===== config.mk =====
export PLATFORM = sky130hd
export DESIGN_NAME = sio_rx_host
export DESIGN_NICKNAME = d
export VERILOG_FILES = /design/src/rtl/sio_pkg.sv /design/src/rtl/sio_deser.sv /design/src/rtl/sio_rx_host.sv
export SDC_FILE = /design/constraint.sdc
export NUM_CORES = 1
export LEC_CHECK = 0
export BUFFER_PORTS_ARGS = -buffer_cell sky130_fd_sc_hd__buf_2
export CAP_MARGIN = 20
export CORE_UTILIZATION = 39
export CTS_BUF_LIST = sky130_fd_sc_hd__clkbuf_8
export CTS_CLUSTER_SIZE = 30
export DETAILED_ROUTE_END_ITERATION = 8
export PLACE_DENSITY_LB_ADDON = 0.08
export SETUP_SLACK_MARGIN = 0.3
export SYNTH_ARGS = -nofsm -noshare
export SYNTH_HDL_FRONTEND = slang
export SYNTH_SLANG_ARGS = --single-unit

===== constraint.sdc =====
create_clock -name clock -period 2.1 [get_ports clock]
set_input_delay 0.42 -clock clock [delete_from_list [all_inputs] [get_ports clock]]
set_output_delay 0.42 -clock clock [all_outputs]
set_load 0.01 [all_outputs]

===== src/rtl/sio_pkg.sv =====
// Shared constants and types for the host side of the 2-bit DDR serial link.
package sio_pkg;

  localparam int         FRAME_LEN   = 128;
  localparam logic [1:0] START_SYM   = 2'b00;
  localparam logic [1:0] IDLE_SYM    = 2'b11;
  localparam int         CMD_BITS    = 20;
  localparam int         N_ADC_BYTES = 24;
  localparam int         N_RX_BYTES  = 26;
  localparam logic [3:0] NOP_ADDR    = 4'd0;

  localparam logic [3:0] ADDR_SYNC   = 4'd1;
  localparam logic [3:0] ADDR_SPI0   = 4'd2;
  localparam logic [3:0] ADDR_SPI1   = 4'd3;
  localparam logic [3:0] ADDR_STATUS = 4'd6;

  typedef enum logic {
    ST_IDLE = 1'b0,
    ST_RUN  = 1'b1
  } state_t;

endpackage


===== src/rtl/sio_deser.sv =====
// Packs 2-bit reply symbols into bytes (first symbol in the MSBs) and counts bytes per frame.
module sio_deser
  import sio_pkg::*;
(
  input  logic       clock,
  input  logic       reset_n,
  input  logic       clear,
  input  logic       sample,
  input  logic [1:0] din,
  output logic [7:0] byte_data,
  output logic [4:0] byte_index,
  output logic       byte_valid
);

  logic [5:0] shift_r;
  logic [1:0] sym_r;
  logic [4:0] cnt_r;

  // Symbol shifter and byte counter; clear realigns both at every frame start
  always_ff @(posedge clock or negedge reset_n) begin
    if (!reset_n) begin
      shift_r <= 6'd0;
      sym_r   <= 2'd0;
      cnt_r   <= 5'd0;
    end else if (clear) begin
      shift_r <= 6'd0;
      sym_r   <= 2'd0;
      cnt_r   <= 5'd0;
    end else if (sample) begin
      shift_r <= {shift_r[3:0], din};
      sym_r   <= sym_r + 2'd1;
      if (sym_r == 2'd3) begin
        cnt_r <= cnt_r + 5'd1;
      end else begin
        cnt_r <= cnt_r;
      end
    end else begin
      shift_r <= shift_r;
      sym_r   <= sym_r;
      cnt_r   <= cnt_r;
    end
  end

  // The completed byte is presented while its fourth symbol is on din
  assign byte_data  = {shift_r, din};
  assign byte_index = cnt_r;
  assign byte_valid = sample && (sym_r == 2'd3);

endmodule


===== src/rtl/sio_rx_host.sv =====
// Host initiator: sends start symbol plus 20-bit command each 128-clock frame, then collects the 26-byte reply.
module sio_rx_host
  import sio_pkg::*;
#(
  parameter int RX_START = 15
) (
  input  logic        clock,
  input  logic        reset_n,
  input  logic        en,
  output logic [1:0]  dout,
  output logic        oe,
  input  logic [1:0]  din,
  input  logic        cmd_valid,
  output logic        cmd_ready,
  input  logic [3:0]  cmd_addr,
  input  logic [15:0] cmd_wdata,
  output logic [7:0]  adc_data,
  output logic        adc_valid,
  output logic [4:0]  adc_index,
  output logic        adc_last,
  output logic        rsp_valid,
  output logic [3:0]  rsp_addr,
  output logic [15:0] rsp_data,
  output logic [15:0] frame_count
);

  localparam logic [6:0] FC_LAST  = 7'(FRAME_LEN - 1);
  localparam logic [6:0] RX_FIRST = 7'(RX_START);
  localparam logic [6:0] RX_LAST  = 7'(RX_START + 4 * N_RX_BYTES - 1);

  state_t              state_r;
  logic [6:0]          fc_r;
  logic [CMD_BITS-1:0] sr_r;
  logic [3:0]          addr_r;
  logic [7:0]          rsp_hi_r;
  logic                start_s;
  logic                rx_s;
  logic [7:0]          byte_data_s;
  logic [4:0]          byte_index_s;
  logic                byte_valid_s;

  assign start_s   = en && ((state_r == ST_IDLE) || (fc_r == FC_LAST));
  assign rx_s      = (state_r == ST_RUN) && (fc_r >= RX_FIRST) && (fc_r <= RX_LAST);
  assign cmd_ready = start_s;

  // Frame sequencer and command transmitter; dout/oe are registered for the value fc takes next
  always_ff @(posedge clock or negedge reset_n) begin
    if (!reset_n) begin
      state_r <= ST_IDLE;
      fc_r    <= 7'd0;
      sr_r    <= {CMD_BITS{1'b0}};
      addr_r  <= NOP_ADDR;
      dout    <= IDLE_SYM;
      oe      <= 1'b0;
    end else begin
      case (state_r)
        ST_IDLE: begin
          state_r <= start_s ? ST_RUN : ST_IDLE;
          fc_r    <= 7'd0;
        end
        ST_RUN: begin
          if (fc_r == FC_LAST) begin
            state_r <= start_s ? ST_RUN : ST_IDLE;
            fc_r    <= 7'd0;
          end else begin
            state_r <= ST_RUN;
            fc_r    <= fc_r + 7'd1;
          end
        end
        default: begin
          state_r <= ST_IDLE;
          fc_r    <= 7'd0;
        end
      endcase

      if (start_s) begin
        sr_r   <= cmd_valid ? {cmd_addr, cmd_wdata} : {NOP_ADDR, 16'd0};
        addr_r <= cmd_valid ? cmd_addr : NOP_ADDR;
        dout   <= START_SYM;
        oe     <= 1'b1;
      end else if ((state_r == ST_RUN) && (fc_r <= 7'd9)) begin
        dout   <= sr_r[CMD_BITS-1 -: 2];
        sr_r   <= sr_r << 2;
        oe     <= 1'b1;
      end else if ((state_r == ST_RUN) && (fc_r == 7'd10)) begin
        dout   <= IDLE_SYM;
        oe     <= 1'b1;
      end else begin
        dout   <= IDLE_SYM;
        oe     <= 1'b0;
      end
    end
  end

  sio_deser u_deser (
    .clock      (clock),
    .reset_n    (reset_n),
    .clear      (start_s),
    .sample     (rx_s),
    .din        (din),
    .byte_data  (byte_data_s),
    .byte_index (byte_index_s),
    .byte_valid (byte_valid_s)
  );

  // Routes completed bytes to the ADC strobe or the readback word; strobes last one clock
  always_ff @(posedge clock or negedge reset_n) begin
    if (!reset_n) begin
      adc_data    <= 8'd0;
      adc_valid   <= 1'b0;
      adc_index   <= 5'd0;
      adc_last    <= 1'b0;
      rsp_valid   <= 1'b0;
      rsp_addr    <= 4'd0;
      rsp_data    <= 16'd0;
      rsp_hi_r    <= 8'd0;
      frame_count <= 16'd0;
    end else begin
      adc_valid <= 1'b0;
      adc_last  <= 1'b0;
      rsp_valid <= 1'b0;
      if (byte_valid_s) begin
        if (byte_index_s < 5'(N_ADC_BYTES)) begin
          adc_valid <= 1'b1;
          adc_data  <= byte_data_s;
          adc_index <= byte_index_s;
          adc_last  <= (byte_index_s == 5'(N_ADC_BYTES - 1));
        end else if (byte_index_s == 5'(N_ADC_BYTES)) begin
          rsp_hi_r <= byte_data_s;
        end else begin
          rsp_valid   <= 1'b1;
          rsp_data    <= {rsp_hi_r, byte_data_s};
          rsp_addr    <= addr_r;
          frame_count <= frame_count + 16'd1;
        end
      end
    end
  end

endmodule


Yosys cells after proc, flatten, opt, wreduce, memory -nomap -nowiden
Index checks and enable logic that the tools add are counted.

operators by class
  bitwise gates (word level) = 3
  order comparisons = 4
  muxes and demuxes = 28
  reduce and logical (&&, ||, !) cells = 14
  add/sub/neg operators = 4
  equality and inequality tests = 5

operators by type and width
  kind                                                                    number
  20-bit 2-to-1 mux                                                       3
  16-bit by 1-bit adder with 16-bit output (second input constant)        1
  5-bit 2-to-1 mux                                                        3
  7-bit case mux with 2 select lines                                      1
  1-bit 2-to-1 mux                                                        12
  6-bit 2-to-1 mux                                                        2
  5-bit == test (second input constant)                                   2
  2-bit 2-to-1 mux                                                        4
  7-bit by 1-bit adder with 7-bit output (second input constant)          1
  7-bit by 4-bit == test with 1-bit output (second input constant)        1
  7-bit == test (second input constant)                                   1
  7-bit by 4-bit >= comparator with 1-bit output (second input constant)  1
  7-bit by 4-bit <= comparator with 1-bit output (second input constant)  1
  7-bit <= comparator (second input constant)                             1
  7-bit 2-to-1 mux                                                        1
  1-bit logical AND                                                       6
  3-bit AND reduction                                                     2
  2-bit nonzero test                                                      3
  5-bit by 1-bit adder with 5-bit output (second input constant)          1
  5-bit less-than comparator (second input constant)                      1
  4-bit 2-to-1 mux                                                        1
  2-bit AND reduction                                                     2
  1-bit NOT                                                               3
  2-bit by 1-bit adder with 2-bit output (second input constant)          1
  other kinds (3)                                                         3

storage, ports and cells
  output and inout bits = 56
  bits in registers = 108

Depth between registers and ports, before layout
  depth in word-level cells = 6
  gate-level depth with buffers = 9
  depth with buffers taken out = 7

By module
From an unflattened synthesis, not the netlist that was laid out.

unflattened totals
  cells, all modules = 383
  area, all modules = 4653.2 um2

modules (own cells, without submodules)
  module       seq. area each (um2)  cells each  area an instance (um2)  times used
  sio_rx_host  2379.8                330         4057.6                  1
  sio_deser    325.3                 53          595.6                   1

Worst setup path after synthesis
OpenSTA, ideal clock, no wires.

  kind = register -> register
  start point = register fc_r[0]
  end point = register rsp_hi_r[0]
  library setup time = 0.125 ns
  period minus slack after synthesis = 2.173 ns
  arrival = 2.048 ns
  cell stages (with the launch flop) = 8
  setup slack = -0.073 ns
  buffers on the path = 1
  cells stage by stage = dfrtp_1 ha_1 a21oi_1 o21a_1 or3b_1 buf_2 nor3_4 mux2_2

on the way
  longest elaborated chain between the ends = 5
  elaborated cells between the ends (all ways) = 6
  those cells by class = order compare: 2; reduce/logical: 4

RTL lines
  element                                         line                source
  start, declared                                 sio_rx_host.sv:32   logic [6:0] fc_r;
  start signal, assigned                          sio_rx_host.sv:67   fc_r <= fc_r + 7'd1;
  7-bit by 4-bit >= comparator with 1-bit output  sio_rx_host.sv:43   assign rx_s = (state_r == ST_RUN) && (fc_r >= RX_FIRST) && (fc_r <= RX_LAST);
  1-bit logical AND                               sio_rx_host.sv:43
  1-bit logical AND *                             sio_rx_host.sv:43
  1-bit logical AND *                             sio_deser.sv:47     assign byte_valid = sample && (sym_r == 2'd3);
  3-bit AND reduction (no source line) *          n/a
  end signal, assigned                            sio_rx_host.sv:129  rsp_hi_r <= byte_data_s;
  end, declared                                   sio_rx_host.sv:35   logic [7:0] rsp_hi_r;

Mark *: on every way between the ends. The rest lies on a longest branch, timed or not.
A chain may end at the register's enable or synchronous reset.

Final worst setup path
  start point = register fc_r[1]
  end point = register frame_count[14]

on the way
  longest elaborated chain between the ends = 5
  elaborated cells between the ends (all ways) = 6
  those cells by class = order compare: 2; reduce/logical: 4

RTL lines
  element                                         line                source
  7-bit by 4-bit >= comparator with 1-bit output  sio_rx_host.sv:43
  1-bit logical AND                               sio_rx_host.sv:43
  1-bit logical AND *                             sio_rx_host.sv:43
  1-bit logical AND *                             sio_deser.sv:47
  3-bit AND reduction (no source line) *          n/a
  end signal, assigned                            sio_rx_host.sv:134  frame_count <= frame_count + 16'd1;
  end, declared                                   sio_rx_host.sv:24   output logic [15:0] frame_count

Marks and branches as above.

==> impl_metrics.env <==
export IMPL_min_period_over_period=1.00
export IMPL_clock_sinks=108
export IMPL_final_common_cell="dfrtp_1"
export IMPL_final_layout_size_suffix_gt1_frac=0.524
export IMPL_asyncSetResetFlopFracSynth=1.00
export IMPL_synth_mux_area_frac=0.110
export IMPL_clock_skew_final_ns=0.0109
export IMPL_peakVddDrop_mv=0.447
export IMPL_worst_endpoint_required_ns=2.37
export IMPL_post_synth_fa_ha_maj_area_fraction=0.0192
export IMPL_worst_path_max_fanout=4
export IMPL_globalRouteMet2Util=0.304
export IMPL_gr_usage_all_layers=0.190
export IMPL_postLayoutCellArea_um2=6580
export IMPL_power_per_cell_area_nw_per_um2=522
export IMPL_number_of_top_level_design_ports=82
export IMPL_clock_tree_root_cell="clkbuf_8"
export IMPL_layout_cells_most_common_list="104 x dfrtp_1, 80 x buf_2, 33 x buf_4"
export IMPL_core_rowCount=39
export IMPL_post_dp_hpwl_um=6710
export IMPL_die_ar_um2=12100
export IMPL_run_status="finished, violations left"
export IMPL_overflow=0
export IMPL_area_growth_syn_to_layout_pct=44.2
export IMPL_port_buffer_count=81
export IMPL_synth_seq_cells=108
export IMPL_finish_net_count=561
export IMPL_grt_first_pass_wirelength_um=17200
export IMPL_drt_pre_antenna_iters=4
export IMPL_multi_input_comb_area_um2=2270
export IMPL_hold_viol_final=0
export IMPL_antenna_cells=0
export IMPL_die_height_um=110
export IMPL_timing_setup_tns_ns=-0.00796
export IMPL_arrival_ns=2.38
export IMPL_globalRouteMet3Util=0.0382
export IMPL_criticalPathCategory="flop to flop"
export IMPL_grt_use_met1=0.250
export IMPL_setup_worst_path_start_class="flop"
export IMPL_grt_antenna_before_repair=0
export IMPL_dominant_synthesized_flop_cell="dfrtp_1"
export IMPL_violations="negative setup slack"
export IMPL_fraction_of_the_mapped_netlist_area_in_compound_gates=0.0913
export IMPL_final_seq_area_um2=2710
export IMPL_finish_utilization=0.576
export IMPL_grt_busiest_layer="met2"
export IMPL_coreArea_um2=11400
export IMPL_synth_yosys_warnings=0
export IMPL_rsz0062_at_grt="yes"
export IMPL_crit_path_end_kind="flop"
export IMPL_post_place_ws_ns=-0.00279
export IMPL_number_of_synthesized_flops_with_an_enable_pin=0
export IMPL_synthSimpleGateAreaFrac=0.119
export IMPL_wl_um=11200
export IMPL_max_cap_violations=0
export IMPL_route_antenna_remaining_nets=0
export IMPL_synth_lib_cells_used_distinct=40
export IMPL_drt_first_iter_violations=118
export IMPL_cellLeakagePower_uw=0.00313
export IMPL_syn_area_um2=4560
export IMPL_cts_reportedPaths_clkPinSlew_ns=0.09
export IMPL_transition_time_of_the_tightest_slew_check_pin_ns=0.527
export IMPL_fmax_mhz=474
export IMPL_vias_per_cell=5.06
export IMPL_syn_instance_count=388
export IMPL_main_combinational_cell_family_by_area_after_synthesis="simple AND/OR/NAND/NOR gates"
export IMPL_total_cts_buffers=9
export IMPL_setup_viol_count_final=1
export IMPL_total_of_fill_cells_in_the_finished_design=998
export IMPL_syn_area_per_cell_um2=11.8
export IMPL_slew_violations=0
export IMPL_finalCriticalPeriod_ns=2.11
export IMPL_place_area_um2=5370
export IMPL_grt_pass1_vias=3364
export IMPL_die_width_um=110
export IMPL_drc=0
export IMPL_mappedNetlistNets=421
export IMPL_place_congestion=0.750
export IMPL_synth_seq_area_share=0.593
export IMPL_detailroute_via_count=3418
export IMPL_cts_tree="done"
export IMPL_insertion_delay_ns=0.39
export IMPL_grt_max_degree=39
export IMPL_worstHoldPathType="input port to async pin"
export IMPL_h_tree_depth=3
export IMPL_hold_worst_slack_ns=0.0000771
export IMPL_post_drt_wl_per_cell_um=16.6
export IMPL_initial_util=0.400
export IMPL_slew_limit_headroom=0.648
export IMPL_clockBufferDepth=2
export IMPL_post_route_worst_setup_slack_ns=-0.00796
export IMPL_post_synth_xor_area_fraction=0.0384
per-stage QoR:
stage	power, uW	instances
after detailed placement	2280	621
after global placement	2280	621
final	3430	675
after floorplan	2180	388
after CTS	3480	656
after global routing	3580	675
final cells by class:
| type | instances | share of cell area |
|---|---|---|
| clock inverters | 5 | 0.00571 |
| multi-input cells | 251 | 0.345 |
| clock buffers | 10 | 0.0209 |
| flip-flops and latches | 108 | 0.412 |
| inverters | 8 | 0.00456 |
| well taps | 143 | 0.0272 |
| repair buffers | 150 | 0.185 |
what timing repair did:
action | CTS | global route
gates resized for setup | 89 | 73
setup buffers | 17 | 16
pin swaps | 31 | 26
hold buffers | 0 | 0
cloned | 3 | 3
endpoints found under the setup margin | 88 | 102
cell usage after synthesis, types with 4 or more instances:
master / number / area share
a22o_1: 7 / 0.013
nand4_1: 10 / 0.014
buf_2: 7 / 0.0077
nand3_1: 23 / 0.025
xnor2_1: 13 / 0.025
o21ai_0: 8 / 0.0088
inv_1: 8 / 0.0066
and2_1: 4 / 0.0055
mux2_2: 40 / 0.099
nor3_1: 6 / 0.0066
ha_1: 7 / 0.019
buf_4: 4 / 0.0066
mux2i_1: 5 / 0.011
a21oi_1: 43 / 0.047
and3_1: 4 / 0.0055
xor2_1: 7 / 0.013
nand2_1: 34 / 0.028
nor2_1: 14 / 0.012
clkbuf_1: 10 / 0.0082
dfrtp_1: 106 / 0.58
metal layers:
metal | part of all wire | up-vias
met1 | 0.44 | 1700
met2 | 0.50 | 58
li1 | - | 1642
met5 | 0 | -
met4 | 0.024 | 0
met3 | 0.036 | 18
worst max-delay path: stages (launching register included):
cell and delay, ns:
dfrtp_2 0.44, buf_6 0.14, buf_6 0.11, nand3b_1 0.08, a22oi_2 0.11, buf_4 0.15, or2_2 0.30, or4b_4 0.52
xnor2_1 0.14
sequential cells by signal (all words and copies together) (netlist names):
name	cells
sr_r	20
frame_count	16
dout	2
oe	1
u_deser.byte_index	5
rsp_valid	1
u_deser.sym_r	2
u_deser.shift_r	6
rsp_hi_r	8
rsp_data	16
adc_last	1
adc_index	5
rsp_addr	4
fc_r	7
adc_data	8
adc_valid	1
state_r	1
addr_r	4
logic make-up after synthesis:
kind of cell	Yosys count
fa+ha+maj	7
mux	45
simple gates	109
flops	108
buf+inv	29
compound gates	70
xor+xnor	20
where the power goes:
group          switching, uW  leakage [uW]  total, uW  internal [uW]
combinational           72.3       0.00165        124           52.0
sequential              15.4       0.00140       2110           2100
clock                    734     0.0000848       1200            462
total                    822       0.00313       3430           2610
worst paths after layout:
kind,from,endpoint,slack [ns],cells after the start
setup / recovery,fc_r[1],frame_count[14],-0.008,8
hold / removal,reset_n,fc_r[4],0.00008,1
setup reg to reg,fc_r[1],frame_count[14],-0.008,8
hold reg to reg,frame_count[15],frame_count[15],0.48,1
max in group asynchronous,reset_n,dout[1],1.47,2
min in group clock,en,state_r,0.24,2
No activity file was read; power rests on OpenSTA's default activity.
